### src/rtl/inst_loader_pkg.sv
// -----------------------------------------------------------------------------
// inst_loader_pkg
// Shared definitions for the instruction loader and the pipeline debug unit:
// loader FSM state encodings, the default end-of-program word and byte-lane
// geometry used by the word assembler.
// -----------------------------------------------------------------------------
package inst_loader_pkg;

    // Loader FSM states (encodings are visible to the debug unit)
    typedef enum logic [1:0] {
        ST_IDLE  = 2'd0,
        ST_RECV  = 2'd1,
        ST_WRITE = 2'd2,
        ST_DONE  = 2'd3
    } loader_state_e;

    // Default end-of-program marker
    localparam logic [31:0] DEFAULT_HALT_INST = 32'hFFFF_FFFF;

    // Byte-lane geometry
    localparam int          BYTE_W         = 8;
    localparam logic [1:0]  LAST_BYTE_IDX  = 2'd3;

    // True when the byte counter points at the final lane of a word
    function automatic logic is_last_byte(input logic [1:0] cnt);
        return (cnt == LAST_BYTE_IDX);
    endfunction

endpackage : inst_loader_pkg

### src/rtl/inst_loader_word_assembler.sv
// -----------------------------------------------------------------------------
// word_assembler
// Collects received bytes little-endian into a B-bit word (byte k lands in
// bits [8k+7:8k]) using a 2-bit byte counter.
//
// Ports
//   i_clk        clock, rising edge
//   i_reset      asynchronous active-high reset, clears word and counter
//   i_clear      synchronous clear of word and counter
//   i_valid      accept i_byte this cycle
//   i_byte       received byte
//   o_word       assembled word, already including i_byte when i_valid=1
//   o_word_ready high while the byte being accepted completes the word
// -----------------------------------------------------------------------------
module word_assembler
    import inst_loader_pkg::*;
#(
    parameter int B = 32
) (
    input  logic              i_clk,
    input  logic              i_reset,
    input  logic              i_clear,
    input  logic              i_valid,
    input  logic [BYTE_W-1:0] i_byte,
    output logic [B-1:0]      o_word,
    output logic              o_word_ready
);

    logic [B-1:0] word_q;
    logic [B-1:0] word_d;
    logic [1:0]   cnt_q;
    logic [1:0]   cnt_d;
    logic [B-1:0] merged_s;

    // Merge the incoming byte into its lane and compute the next register state
    always_comb begin
        merged_s = word_q;
        merged_s[{cnt_q, 3'b000} +: BYTE_W] = i_byte;
        word_d   = word_q;
        cnt_d    = cnt_q;
        if (i_clear) begin
            word_d = '0;
            cnt_d  = 2'd0;
        end else if (i_valid) begin
            word_d = merged_s;
            cnt_d  = cnt_q + 2'd1;   // wraps to 0 after the last lane
        end else begin
            word_d = word_q;
            cnt_d  = cnt_q;
        end
    end

    // The completed word is presented in the same cycle its last byte arrives
    always_comb begin
        o_word       = i_valid ? merged_s : word_q;
        o_word_ready = i_valid & is_last_byte(cnt_q);
    end

    // Assembly register and byte counter
    always_ff @(posedge i_clk or posedge i_reset) begin
        if (i_reset) begin
            word_q <= '0;
            cnt_q  <= 2'd0;
        end else begin
            word_q <= word_d;
            cnt_q  <= cnt_d;
        end
    end

endmodule : word_assembler

### src/rtl/inst_loader.sv
// -----------------------------------------------------------------------------
// inst_loader
// Loads a program received as a byte stream into instruction memory. Bytes are
// assembled little-endian into words; each complete word is written at
// consecutive word addresses starting at 0. Loading ends after the HALT_INST
// word has been written or when the memory is full.
//
// Ports
//   i_clk         clock, rising edge
//   i_reset       asynchronous active-high reset
//   i_start       pulse: begin a load at word 0 (honoured in IDLE and DONE)
//   i_rx_valid    pulse: i_rx_data holds a received byte
//   i_rx_data     received byte
//   o_write       memory write strobe, one cycle per word
//   o_addr        byte address of the written word ({index,2'b00})
//   o_data        written instruction word
//   o_busy        loading (RECV or WRITE)
//   o_done        load finished (DONE)
//   o_full        load ended on capacity without seeing HALT_INST
//   o_word_count  words written in the current or last load
// -----------------------------------------------------------------------------
module inst_loader
    import inst_loader_pkg::*;
#(
    parameter int           B         = 32,
    parameter int           W         = 5,
    parameter int           PC        = 32,
    parameter logic [B-1:0] HALT_INST = DEFAULT_HALT_INST
) (
    input  logic              i_clk,
    input  logic              i_reset,
    input  logic              i_start,
    input  logic              i_rx_valid,
    input  logic [BYTE_W-1:0] i_rx_data,
    output logic              o_write,
    output logic [PC-1:0]     o_addr,
    output logic [B-1:0]      o_data,
    output logic              o_busy,
    output logic              o_done,
    output logic              o_full,
    output logic [W:0]        o_word_count
);

    localparam logic [W-1:0] IDX_MAX = '1;

    loader_state_e state_q;
    loader_state_e state_d;
    logic [W-1:0]  index_q;
    logic [W-1:0]  index_d;
    logic [W:0]    word_count_q;
    logic [W:0]    word_count_d;
    logic          full_q;
    logic          full_d;
    logic          write_q;
    logic          write_d;
    logic [PC-1:0] addr_q;
    logic [PC-1:0] addr_d;
    logic [B-1:0]  data_q;
    logic [B-1:0]  data_d;
    logic          busy_q;
    logic          busy_d;
    logic          done_q;
    logic          done_d;

    logic          asm_valid_s;
    logic          asm_clear_s;
    logic [B-1:0]  asm_word_s;
    logic          asm_ready_s;

    word_assembler #(
        .B (B)
    ) u_word_assembler (
        .i_clk        (i_clk),
        .i_reset      (i_reset),
        .i_clear      (asm_clear_s),
        .i_valid      (asm_valid_s),
        .i_byte       (i_rx_data),
        .o_word       (asm_word_s),
        .o_word_ready (asm_ready_s)
    );

    // Next-state, byte gating and output register inputs
    always_comb begin
        state_d      = state_q;
        index_d      = index_q;
        word_count_d = word_count_q;
        full_d       = full_q;
        addr_d       = addr_q;
        data_d       = data_q;
        write_d      = 1'b0;
        asm_valid_s  = 1'b0;
        asm_clear_s  = 1'b0;

        case (state_q)
            ST_IDLE, ST_DONE: begin
                // Received bytes are ignored here; counts and o_full hold
                if (i_start) begin
                    asm_clear_s  = 1'b1;
                    index_d      = '0;
                    word_count_d = '0;
                    full_d       = 1'b0;
                    state_d      = ST_RECV;
                end else begin
                    state_d = state_q;
                end
            end

            ST_RECV: begin
                asm_valid_s = i_rx_valid;
                // The word is registered on its last byte so WRITE presents it
                if (asm_ready_s) begin
                    write_d      = 1'b1;
                    addr_d       = PC'({index_q, 2'b00});
                    data_d       = asm_word_s;
                    word_count_d = word_count_q + (W+1)'(1);
                    state_d      = ST_WRITE;
                end else begin
                    state_d = ST_RECV;
                end
            end

            ST_WRITE: begin
                // data_q is the word being written this cycle
                if (data_q == HALT_INST) begin
                    full_d      = 1'b0;
                    asm_clear_s = 1'b1;
                    state_d     = ST_DONE;
                end else if (index_q == IDX_MAX) begin
                    full_d      = 1'b1;
                    asm_clear_s = 1'b1;
                    state_d     = ST_DONE;
                end else begin
                    // A byte arriving now is the first byte of the next word
                    asm_valid_s = i_rx_valid;
                    index_d     = index_q + W'(1);
                    state_d     = ST_RECV;
                end
            end

            default: begin
                state_d = ST_IDLE;
            end
        endcase

        busy_d = (state_d == ST_RECV) || (state_d == ST_WRITE);
        done_d = (state_d == ST_DONE);
    end

    // State and registered outputs
    always_ff @(posedge i_clk or posedge i_reset) begin
        if (i_reset) begin
            state_q      <= ST_IDLE;
            index_q      <= '0;
            word_count_q <= '0;
            full_q       <= 1'b0;
            write_q      <= 1'b0;
            addr_q       <= '0;
            data_q       <= '0;
            busy_q       <= 1'b0;
            done_q       <= 1'b0;
        end else begin
            state_q      <= state_d;
            index_q      <= index_d;
            word_count_q <= word_count_d;
            full_q       <= full_d;
            write_q      <= write_d;
            addr_q       <= addr_d;
            data_q       <= data_d;
            busy_q       <= busy_d;
            done_q       <= done_d;
        end
    end

    assign o_write      = write_q;
    assign o_addr       = addr_q;
    assign o_data       = data_q;
    assign o_busy       = busy_q;
    assign o_done       = done_q;
    assign o_full       = full_q;
    assign o_word_count = word_count_q;

endmodule : inst_loader

### config.mk
export PLATFORM = sky130hd
export DESIGN_NAME = inst_loader
export DESIGN_NICKNAME = d
export VERILOG_FILES = /design/src/rtl/inst_loader_pkg.sv /design/src/rtl/inst_loader_word_assembler.sv /design/src/rtl/inst_loader.sv
export SDC_FILE = /design/constraint.sdc
export NUM_CORES = 1
export LEC_CHECK = 0
export BUFFER_PORTS_ARGS = -buffer_cell sky130_fd_sc_hd__buf_2
export CAP_MARGIN = 20
export CORE_MARGIN = 2
export CORE_UTILIZATION = 50
export CTS_BUF_LIST = sky130_fd_sc_hd__clkbuf_4 sky130_fd_sc_hd__clkbuf_8
export DETAILED_ROUTE_END_ITERATION = 12
export MAX_ROUTING_LAYER = met4
export PLACE_DENSITY = 0.74
export SLEW_MARGIN = 20
export SYNTH_ARGS = -nofsm -noshare
export SYNTH_HDL_FRONTEND = slang
export SYNTH_SLANG_ARGS = --single-unit
export TNS_END_PERCENT = 100
### constraint.sdc
create_clock -name i_clk -period 3.95 [get_ports i_clk]
set_input_delay 0.79 -clock i_clk [delete_from_list [all_inputs] [get_ports i_clk]]
set_output_delay 0.79 -clock i_clk [all_outputs]
set_load 0.005 [all_outputs]
==> results.sh <==
export IMPL_fin_hold_ws_ps=416
export IMPL_n_antenna_cell=0
export IMPL_synth_cell_types=44
export IMPL_clkPwrFrac_pct=20.0
export IMPL_antenna_found_initial=0
export IMPL_hold_viol=0
export IMPL_synthArstFlopShare_pct=100
export IMPL_die_area_sq_um=8960
export IMPL_multiInputGateArea_sq_um=1830
export IMPL_maxCapViolCount=0
export IMPL_holdBufCountCts=0
export IMPL_seq_area_frac_synth_pct=48.7
export IMPL_synth_seq_cells=80
export IMPL_cp_endpoint="u_word_assembler.word_q[1]$_DFF_PP0_"
export IMPL_skew_ps=9.60
export IMPL_dpl_cell_area_sq_um=4340
export IMPL_dieHeight_um=94.7
export IMPL_synth_area_leaders="dfrtp_1 (49%), buf_4 (4.9%), nand3_1 (4.8%), a22oi_1 (4.4%), and3_1 (3.8%)"
export IMPL_insertion_delay_ps=360
export IMPL_finalInstanceArea_sq_um=4540
export IMPL_cts_buffers_inserted=9
export IMPL_startpoint="index_q[0]$_DFFE_PP0P_"
export IMPL_rows=33
export IMPL_synth_most_common_cell="dfrtp_1"
export IMPL_final_cells=585
export IMPL_ir_drop_mv=0.287
export IMPL_powerDensity_nw_per_um2=671
export IMPL_clock_fmax_mhz=351
export IMPL_synth_edf_count=0
export IMPL_core_area_sq_um=8090
export IMPL_cp_arrival_ps=3100
export IMPL_p_switching_w=0.00117
export IMPL_clock_sinks=80
export IMPL_worst_pin_slew_ps=1050
export IMPL_fin_nets=499
export IMPL_post_cts_resized=0
export IMPL_period_minus_slack_ps=2850
export IMPL_yosysTopAreaCellShare_pct=48.7
export IMPL_grt_pass1_wl_um=15600
export IMPL_detail_route_antenna_nets=0
export IMPL_setup_tns_ps=0
export IMPL_ff_latch_area_sq_um=2000
export IMPL_r2r_end="u_word_assembler.word_q[1]$_DFF_PP0_"
export IMPL_place_gp_congestion=0.851
export IMPL_grt_pass1_vias=3210
export IMPL_die_width_um=94.7
export IMPL_sequentialPowerShare_pct=43.3
export IMPL_wl_um=9770
export IMPL_rsz0062_at_grt="false"
export IMPL_num_fill_cells=755
export IMPL_areaGrowthSynthToFinish_pct=10.4
export IMPL_setup_viol=0
export IMPL_initial_core_util_pct=50.8
export IMPL_dp_cells=570
export IMPL_post_drt_wl_per_cell_um=16.7
export IMPL_synthTopCellsByCount="dfrtp_1 (80), nand3_1 (39), nand2_1 (38)"
export IMPL_cp_end_kind="flop"
export IMPL_crit_type="flop to flop"
export IMPL_ioPinCount=86
export IMPL_htreeDepth=3
export IMPL_grt_start_max_net_pins=63
export IMPL_tritoncts="built"
export IMPL_port_buffer_count=58
export IMPL_yosysTopAreaCell="dfrtp_1"
export IMPL_cts_buffer_depth=2
export IMPL_netSwitchingFraction_pct=38.3
export IMPL_start_kind="flop"
export IMPL_dr_pass1_iters=6
export IMPL_r2r_cells=8
export IMPL_status="finished clean"
export IMPL_synth_avg_cell_area_sq_um=9.60
export IMPL_clkTransAtPathRegs_ps=80
export IMPL_required_ps=4200
export IMPL_r2r_setup_slack_ps=1100
export IMPL_overflow=0
export IMPL_grt_use_total_pct=23.0
export IMPL_p_int_w=0.00188
export IMPL_synth_cell_area_sq_um=4110
export IMPL_p_leak_nw=2.38
export IMPL_cp_max_fo=26
export IMPL_hp_class="input port to async pin"
export IMPL_final_period_utilization_pct=72.0
export IMPL_relSlewSlack_pct=30.0
export IMPL_final_max_slew_viol_count=0
export IMPL_drc=0
export IMPL_cts_setup_buffers=0
export IMPL_yosys_warnings=0
export IMPL_first_iter_violations=276
export IMPL_viasPerCell=5.86
export IMPL_syn_inst=428
export IMPL_drive_above_1_share_pct=18.8
export IMPL_num_vias=3429
export IMPL_hpwl_um=6600
export IMPL_combPwrFrac_pct=36.8
export IMPL_timing_rr_start="index_q[0]$_DFFE_PP0P_"
export IMPL_root_buffer="clkbuf_8"
export IMPL_ys_flop_type="dfrtp_1"
==> per-layer routing <==
metal	up-vias	part of all wire, %	global-route usage, %
met1	1667	42	29.7
met4	0	2.3	8.21
met5	-	0	-
met2	144	49	36.4
met3	23	6.8	4.47
li1	1595	-	-
==> registers in the layout (all words and copies together) (netlist names) <==
name / cells
o_full: 1
index_q: 5
o_data: 32
o_done: 1
o_word_count: 6
u_word_assembler.word_q: 24
u_word_assembler.cnt_q: 2
o_addr: 5
o_write: 1
o_busy: 1
state_q: 2
==> worst min-delay path by stage <==
| stage | startpoint | endpoint | cells after the start |
|---|---|---|---|
| 6_report | i_reset | o_write$_DFF_PP0_ | 2 |
| 5_1_grt | i_reset | o_addr[3]$_DFFE_PP0P_ | 2 |
| 4_1_cts | i_reset | o_addr[3]$_DFFE_PP0P_ | 2 |
| 3_5_place_dp | o_addr[4]$_DFFE_PP0P_ | o_addr[4]$_DFFE_PP0P_ | 2 |
| 3_3_place_gp | o_word_count[5]$_DFFE_PP0P_ | o_word_count[5]$_DFFE_PP0P_ | 1 |
| 2_1_floorplan | index_q[4]$_DFFE_PP0P_ | o_addr[6]$_DFFE_PP0P_ | 2 |
==> through the flow <==
step	power [W]	util, %	setup WS [ps]
floorplan	0.00205	-	1110
global placement	0.00241	53.6	1260
detailed placement	0.00245	53.6	1170
CTS	0.00305	56.0	1150
global route	0.00326	56.0	951
finish	0.00304	56.0	1100
==> layout by cell type (no fill, tap or decap), types with 4 or more instances in the layout <==
cell and instances:
nor3_1 4, conb_1 27, inv_1 9, ha_1 11
dfrtp_1 80, buf_4 6, and3_1 25, a22oi_1 24
a21oi_1 10, nand3_1 39, o21ai_1 4, o21ai_0 31
nor2_1 27, nand2_1 38, buf_2 58, nand4_1 9
clkbuf_8 10, a31oi_1 24
==> worst max-delay path, stage by stage (launching register included) <==
cell,delay (ps)
dfrtp_1,420
ha_1,250
and3_1,190
ha_1,230
inv_1,70
and3_4,240
a21boi_2,800
o21ai_0,300
a22oi_1,250
==> power by group through the flow <==
stage	Combinational, W	Clock [W]	Sequential, W
after global routing	0.00126	0.000647	0.00135
after floorplan	0.000741	0	0.00131
after CTS	0.00112	0.000610	0.00132
final	0.00112	0.000608	0.00132
after detailed placement	0.00111	0	0.00133
after global placement	0.00108	0	0.00132
==> layout make-up <==
type                    count  share of cell area [%]
clock buffers              12                    3.37
clock inverters             3                   0.938
inverters                  11                   0.910
multi-input cells         310                    40.4
flip-flops and latches     80                    44.1
well taps                 105                    2.90
repair buffers             64                    7.39
==> cells by family (layout without fill, tap and decap cells) <==
logic type      after synthesis  after routing  synth area share [%]
xor+xnor                      1              1                 0.213
other cells                   1             27                0.0913
mux                           4              4                  1.00
buf+inv                      64             90                  9.10
compound gates              110            110                  17.9
fa+ha+maj                    11             11                  3.35
flops                        80             80                  48.7
simple gates                157            157                  19.6
(Power assumes the default switching activity.)
